--- config.mk ---
export PLATFORM = sky130hd
export DESIGN_NAME = arbt_fifo
export DESIGN_NICKNAME = d
export VERILOG_FILES = /design/src/rtl/arbt_fifo.sv
export SDC_FILE = /design/constraint.sdc
export NUM_CORES = 1
export LEC_CHECK = 0
export BUFFER_PORTS_ARGS = -buffer_cell sky130_fd_sc_hd__buf_4
export CAP_MARGIN = 0
export CORE_ASPECT_RATIO = 0.5
export CORE_MARGIN = 10
export CORE_UTILIZATION = 45
export DETAILED_ROUTE_END_ITERATION = 10
export GPL_TIMING_DRIVEN = 1
export PLACE_DENSITY = 0.68
export SYNTH_ARGS = -nofsm -noshare
export SYNTH_HDL_FRONTEND = slang
export SYNTH_SLANG_ARGS = --single-unit
--- constraint.sdc ---
create_clock -name clk_i -period 2.3 [get_ports clk_i]
set_input_delay 0.23 -clock clk_i [delete_from_list [all_inputs] [get_ports clk_i]]
set_output_delay 0.23 -clock clk_i [all_outputs]
set_load 0.01 [all_outputs]
--- src/rtl/arbt_fifo.sv ---
`default_nettype none
// ============================================================================
// Module      : arbt_fifo
// Description : Circular FIFO placed downstream of the fixed-priority arbiter.
//               It acknowledges arbiter words while space remains and offers
//               them to the consumer over a valid/ready interface. Consumer
//               back-pressure never reaches the arbiter combinationally.
// Revision    : 1.0 - initial release
// ============================================================================
module arbt_fifo #(
    parameter int DATA_WIDTH = 32,
    parameter int DEPTH      = 4
) (
    input  logic                    clk_i,
    input  logic                    rst_i,
    input  logic [DATA_WIDTH-1:0]   arbt_data_i,
    input  logic                    arbt_rdy_i,
    output logic                    arbt_ack_o,
    output logic [DATA_WIDTH-1:0]   data_o,
    output logic                    valid_o,
    input  logic                    ready_i,
    output logic [$clog2(DEPTH):0]  count_o,
    output logic                    full_o,
    output logic                    empty_o
);

    localparam int ADDR_WIDTH = $clog2(DEPTH);
    localparam int CNT_WIDTH  = ADDR_WIDTH + 1;
    localparam logic [CNT_WIDTH-1:0] PTR_ONE   = CNT_WIDTH'(1);
    localparam logic [CNT_WIDTH-1:0] PTR_ZERO  = '0;
    localparam logic [CNT_WIDTH-1:0] DEPTH_CNT = CNT_WIDTH'(DEPTH);

    // Pointers carry one extra wrap bit so full and empty can be told apart.
    logic [CNT_WIDTH-1:0]  wr_ptr_q, wr_ptr_d;
    logic [CNT_WIDTH-1:0]  rd_ptr_q, rd_ptr_d;
    logic [DATA_WIDTH-1:0] mem_q [0:DEPTH-1];
    logic [DATA_WIDTH-1:0] mem_d [0:DEPTH-1];

    logic w_push;
    logic w_pop;

    // Status flags and handshakes come only from registered pointers plus
    // arbt_rdy_i; ready_i never feeds arbt_ack_o.
    always_comb begin
        empty_o    = (wr_ptr_q == rd_ptr_q);
        full_o     = (wr_ptr_q[ADDR_WIDTH-1:0] == rd_ptr_q[ADDR_WIDTH-1:0]) &&
                     (wr_ptr_q[ADDR_WIDTH] != rd_ptr_q[ADDR_WIDTH]);
        count_o    = wr_ptr_q - rd_ptr_q;
        valid_o    = ~empty_o;
        data_o     = mem_q[rd_ptr_q[ADDR_WIDTH-1:0]];
        arbt_ack_o = arbt_rdy_i & ~full_o & ~rst_i;
        w_push     = arbt_ack_o;
        w_pop      = valid_o & ready_i;
    end

    // Next-state pointers: a push and a pop in the same cycle both advance.
    always_comb begin
        wr_ptr_d = wr_ptr_q;
        rd_ptr_d = rd_ptr_q;
        if (w_push) begin
            wr_ptr_d = wr_ptr_q + PTR_ONE;
        end
        if (w_pop) begin
            rd_ptr_d = rd_ptr_q + PTR_ONE;
        end
    end

    // Next-state storage: only the slot under the write pointer changes.
    always_comb begin
        mem_d = mem_q;
        if (w_push) begin
            mem_d[wr_ptr_q[ADDR_WIDTH-1:0]] = arbt_data_i;
        end
    end

    // Pointer registers; reset discards contents by realigning the pointers.
    always_ff @(posedge clk_i) begin
        if (rst_i) begin
            wr_ptr_q <= PTR_ZERO;
            rd_ptr_q <= PTR_ZERO;
        end else begin
            wr_ptr_q <= wr_ptr_d;
            rd_ptr_q <= rd_ptr_d;
        end
    end

    // Storage registers are deliberately left without reset.
    always_ff @(posedge clk_i) begin
        mem_q <= mem_d;
    end

    // Structural sanity checks on the running FIFO.
    a_not_full_and_empty : assert property (@(posedge clk_i) disable iff (rst_i)
        !(full_o && empty_o))
        else $error("arbt_fifo: full and empty together");

    a_count_bound : assert property (@(posedge clk_i) disable iff (rst_i)
        count_o <= DEPTH_CNT)
        else $error("arbt_fifo: count exceeds depth");

    a_ack_needs_rdy : assert property (@(posedge clk_i)
        arbt_ack_o |-> arbt_rdy_i)
        else $error("arbt_fifo: ack without rdy");

    a_depth_legal : assert property (@(posedge clk_i)
        (DEPTH >= 2) && ((DEPTH & (DEPTH - 1)) == 0))
        else $error("arbt_fifo: DEPTH must be a power of two >= 2");

endmodule
`default_nettype wire
==> flow_metrics.py <==
metrics = {
    "status": {
        "status": "finished clean",
    },
    "power": {
        "power_density_nw_per_um2": 1170,
        "irDropWorstVdd_mv": 0.870,
        "leakagePower_nw": 2.20,
    },
    "cells_and_area": {
        "seqCellArea_sq_um": 3970,
        "final_area_sq_um": 6420,
        "layout.nets": 367,
        "antenna_cells": 0,
        "multi_input_area_sq_um": 1120,
        "fill_cells": 806,
        "drive_gt1_frac": 0.439,
        "area_growth_syn_to_layout_pct": 23.8,
    },
    "cts": {
        "numCtsBuffers": 17,
        "cts_tree": "built",
        "ctsHoldBuffers": 0,
        "clock_sinks": 134,
        "clk_latency_ps": 410,
        "htreeDepth": 4,
        "clk_path_buf_depth": 2,
        "cts.clk_slew.worst_paths_ps": 50,
        "root_buffer": "clkbuf_16",
    },
    "timing": {
        "finClkSkew_ps": 6.41,
        "tns_ps": 0,
        "rsz0062_at_grt": "no",
        "slew_viol_final": 0,
        "period_share": 0.932,
        "slew_headroom": 0.433,
        "min_period_ps": 2140,
        "worst_pin_slew_ps": 851,
        "setup_viol": 0,
        "hold_viol": 0,
        "fmax_mhz": 466,
    },
    "setup_path": {
        "end_kind": "output port",
        "crit_type": "flip-flop to output port",
        "arrival_ps": 1910,
        "critical_path.max_fanout": 36,
        "startpoint_type": "flip-flop",
        "crit_required_ps": 2070,
        "reg2reg_slack_ps": 160,
    },
    "yosys": {
        "synth_edf_count": 128,
        "syn-num-nets": 280,
        "ys_async_sr_fraction": 0,
        "synth_top_flop_cell": "edfxtp_1",
        "synth_cell_types": 33,
        "synth-seq-area-share": 0.764,
        "syn_area_sq_um": 5180,
        "yosys_register_bits": 134,
        "syn_avg_cell_area_sq_um": 22.0,
        "yosys_warnings": 0,
        "synthCells": 236,
    },
    "grt": {
        "grtUsageTotal": 0.126,
        "grt_max_degree": 37,
        "grt_pass1_vias": 2863,
        "grt_pass1_wl_um": 15500,
        "grt-ovfl-total": 0,
        "antenna_found_initial": 0,
    },
    "floorplanning": {
        "initial_core_util": 0.467,
        "top_level_ports": 75,
        "rows": 27,
        "die_h_um": 95.9,
        "die_area_sq_um": 16500,
        "core_area_sq_um": 11100,
        "fp.dieW_um": 172,
    },
    "place": {
        "io_buffers": 74,
        "dpl_cell_area_sq_um": 5890,
        "gp_congestion": 0.826,
        "hpwlAfterDp_um": 6070,
    },
    "route": {
        "firstDrtPassIters": 4,
        "drc": 0,
        "drt-vias-per-instance": 5.28,
        "antenna_left": 0,
        "drtIter0Drc": 148,
        "vias": 2536,
        "routed_wl_um": 9700,
        "wl_per_cell_um": 20.2,
    },
    "worst_hold_path": {
        "hold_path_class": "input pin to flip-flop",
    },
    "run": {
        "cap_violations": 0,
    },
}
[path summary, 6_finish.rpt]
check | start | end | depth (start not counted)
hold reg to reg | wr_ptr_q[2]$_SDFFE_PP0P_ | wr_ptr_q[2]$_SDFFE_PP0P_ | 2
setup / recovery | rd_ptr_q[0]$_SDFFE_PP0P_ | data_o[20] | 3
setup reg to reg | wr_ptr_q[0]$_SDFFE_PP0P_ | mem_q[120]$_DFFE_PP_ | 5
hold / removal | arbt_data_i[31] | mem_q[31]$_DFFE_PP_ | 1
[worst max-delay path, cell delays in order, from the launching register on]
cell and delay [ps]:
dfxtp_2 330, clkbuf_8 390, mux4_2 590, buf_4 170
[layout make-up]
type                       count  area share
clock buffer                  19      0.0674
timing repair buffer          79      0.0934
inverter                       7     0.00409
clock inverter                12      0.0138
multi-input combinational     84       0.175
tap                          145      0.0283
sequential                   134       0.618
[per-layer routing]
| metal | routed length [um] | vias up | GRT usage |
|---|---|---|---|
| li1 | - | 1157 | - |
| met1 | 4090 | 1304 | 0.146 |
| met2 | 5000 | 61 | 0.210 |
| met3 | 448 | 14 | 0.0429 |
| met4 | 167 | 0 | 0.0613 |
| met5 | 0 | - | 0 |
[synthesized netlist by cell type (2+ instances only)]
cell type,count,share of area
edfxtp_1,128,0.74
mux4_2,32,0.14
ha_1,7,0.017
inv_1,7,0.0051
dfxtp_1,6,0.023
nand2_1,6,0.0043
nand4_1,6,0.0072
buf_2,5,0.0048
and2_1,4,0.0048
nand3_1,4,0.0039
a31oi_1,3,0.0036
buf_6,3,0.0065
nor2_1,2,0.0014
nor3b_1,2,0.0029
o311ai_0,2,0.0034
or3_1,2,0.0024
[layout by cell type, fill, tap and decap left out, types with 4 or more instances in the layout]
cell type | Yosys | routed
clkinv_2 | 0 | 5
nand4_1 | 6 | 6
ha_1 | 7 | 7
dfxtp_1 | 6 | 4
nand3_1 | 4 | 4
edfxtp_1 | 128 | 128
buf_4 | 1 | 78
mux4_2 | 32 | 32
clkbuf_16 | 0 | 17
nand2_1 | 6 | 6
inv_1 | 7 | 7
[registers in the layout (all words and copies together), names as in the netlist]
register,count
wr_ptr_q,3
mem_q,128
rd_ptr_q,3
[cell families after synthesis]
kind of cell	count (synthesis)	synth area share
flip-flops	134	0.764
XOR/XNOR	3	0.00652
multiplexers	32	0.139
AND/OR/NAND/NOR	32	0.0350
AO/OA/AOI/OAI	9	0.0147
buffers and inverters	18	0.0195
adder cells (fa/ha/maj)	8	0.0208
[per-stage QoR]
step	total power, mW	util	hold slack, ps	cells	worst slack, ps
final	7.50	0.578	21.0	480	155
after global routing	7.88	0.578	9.88	480	25.7
after CTS	7.62	0.577	5.17	480	79.3
after detailed placement	5.23	0.530	434	449	135
after global placement	5.18	0.530	429	449	172
after floorplan	4.28	-	329	236	220
[where the power goes]
part	leakage (nW)	total (mW)	internal, mW	switching, mW
registers	1.21	3.00	2.93	0.0666
logic	0.735	2.13	1.04	1.09
clock network	0.251	2.37	1.45	0.919
[timing repair]
action | in CTS | in global routing
endpoints found under the hold margin | 0 | 0
resized for setup | 1 | 1
endpoints found under the setup margin | 32 | 1
setup buffers | 0 | 0
Power figures use the tool's default switching activity.
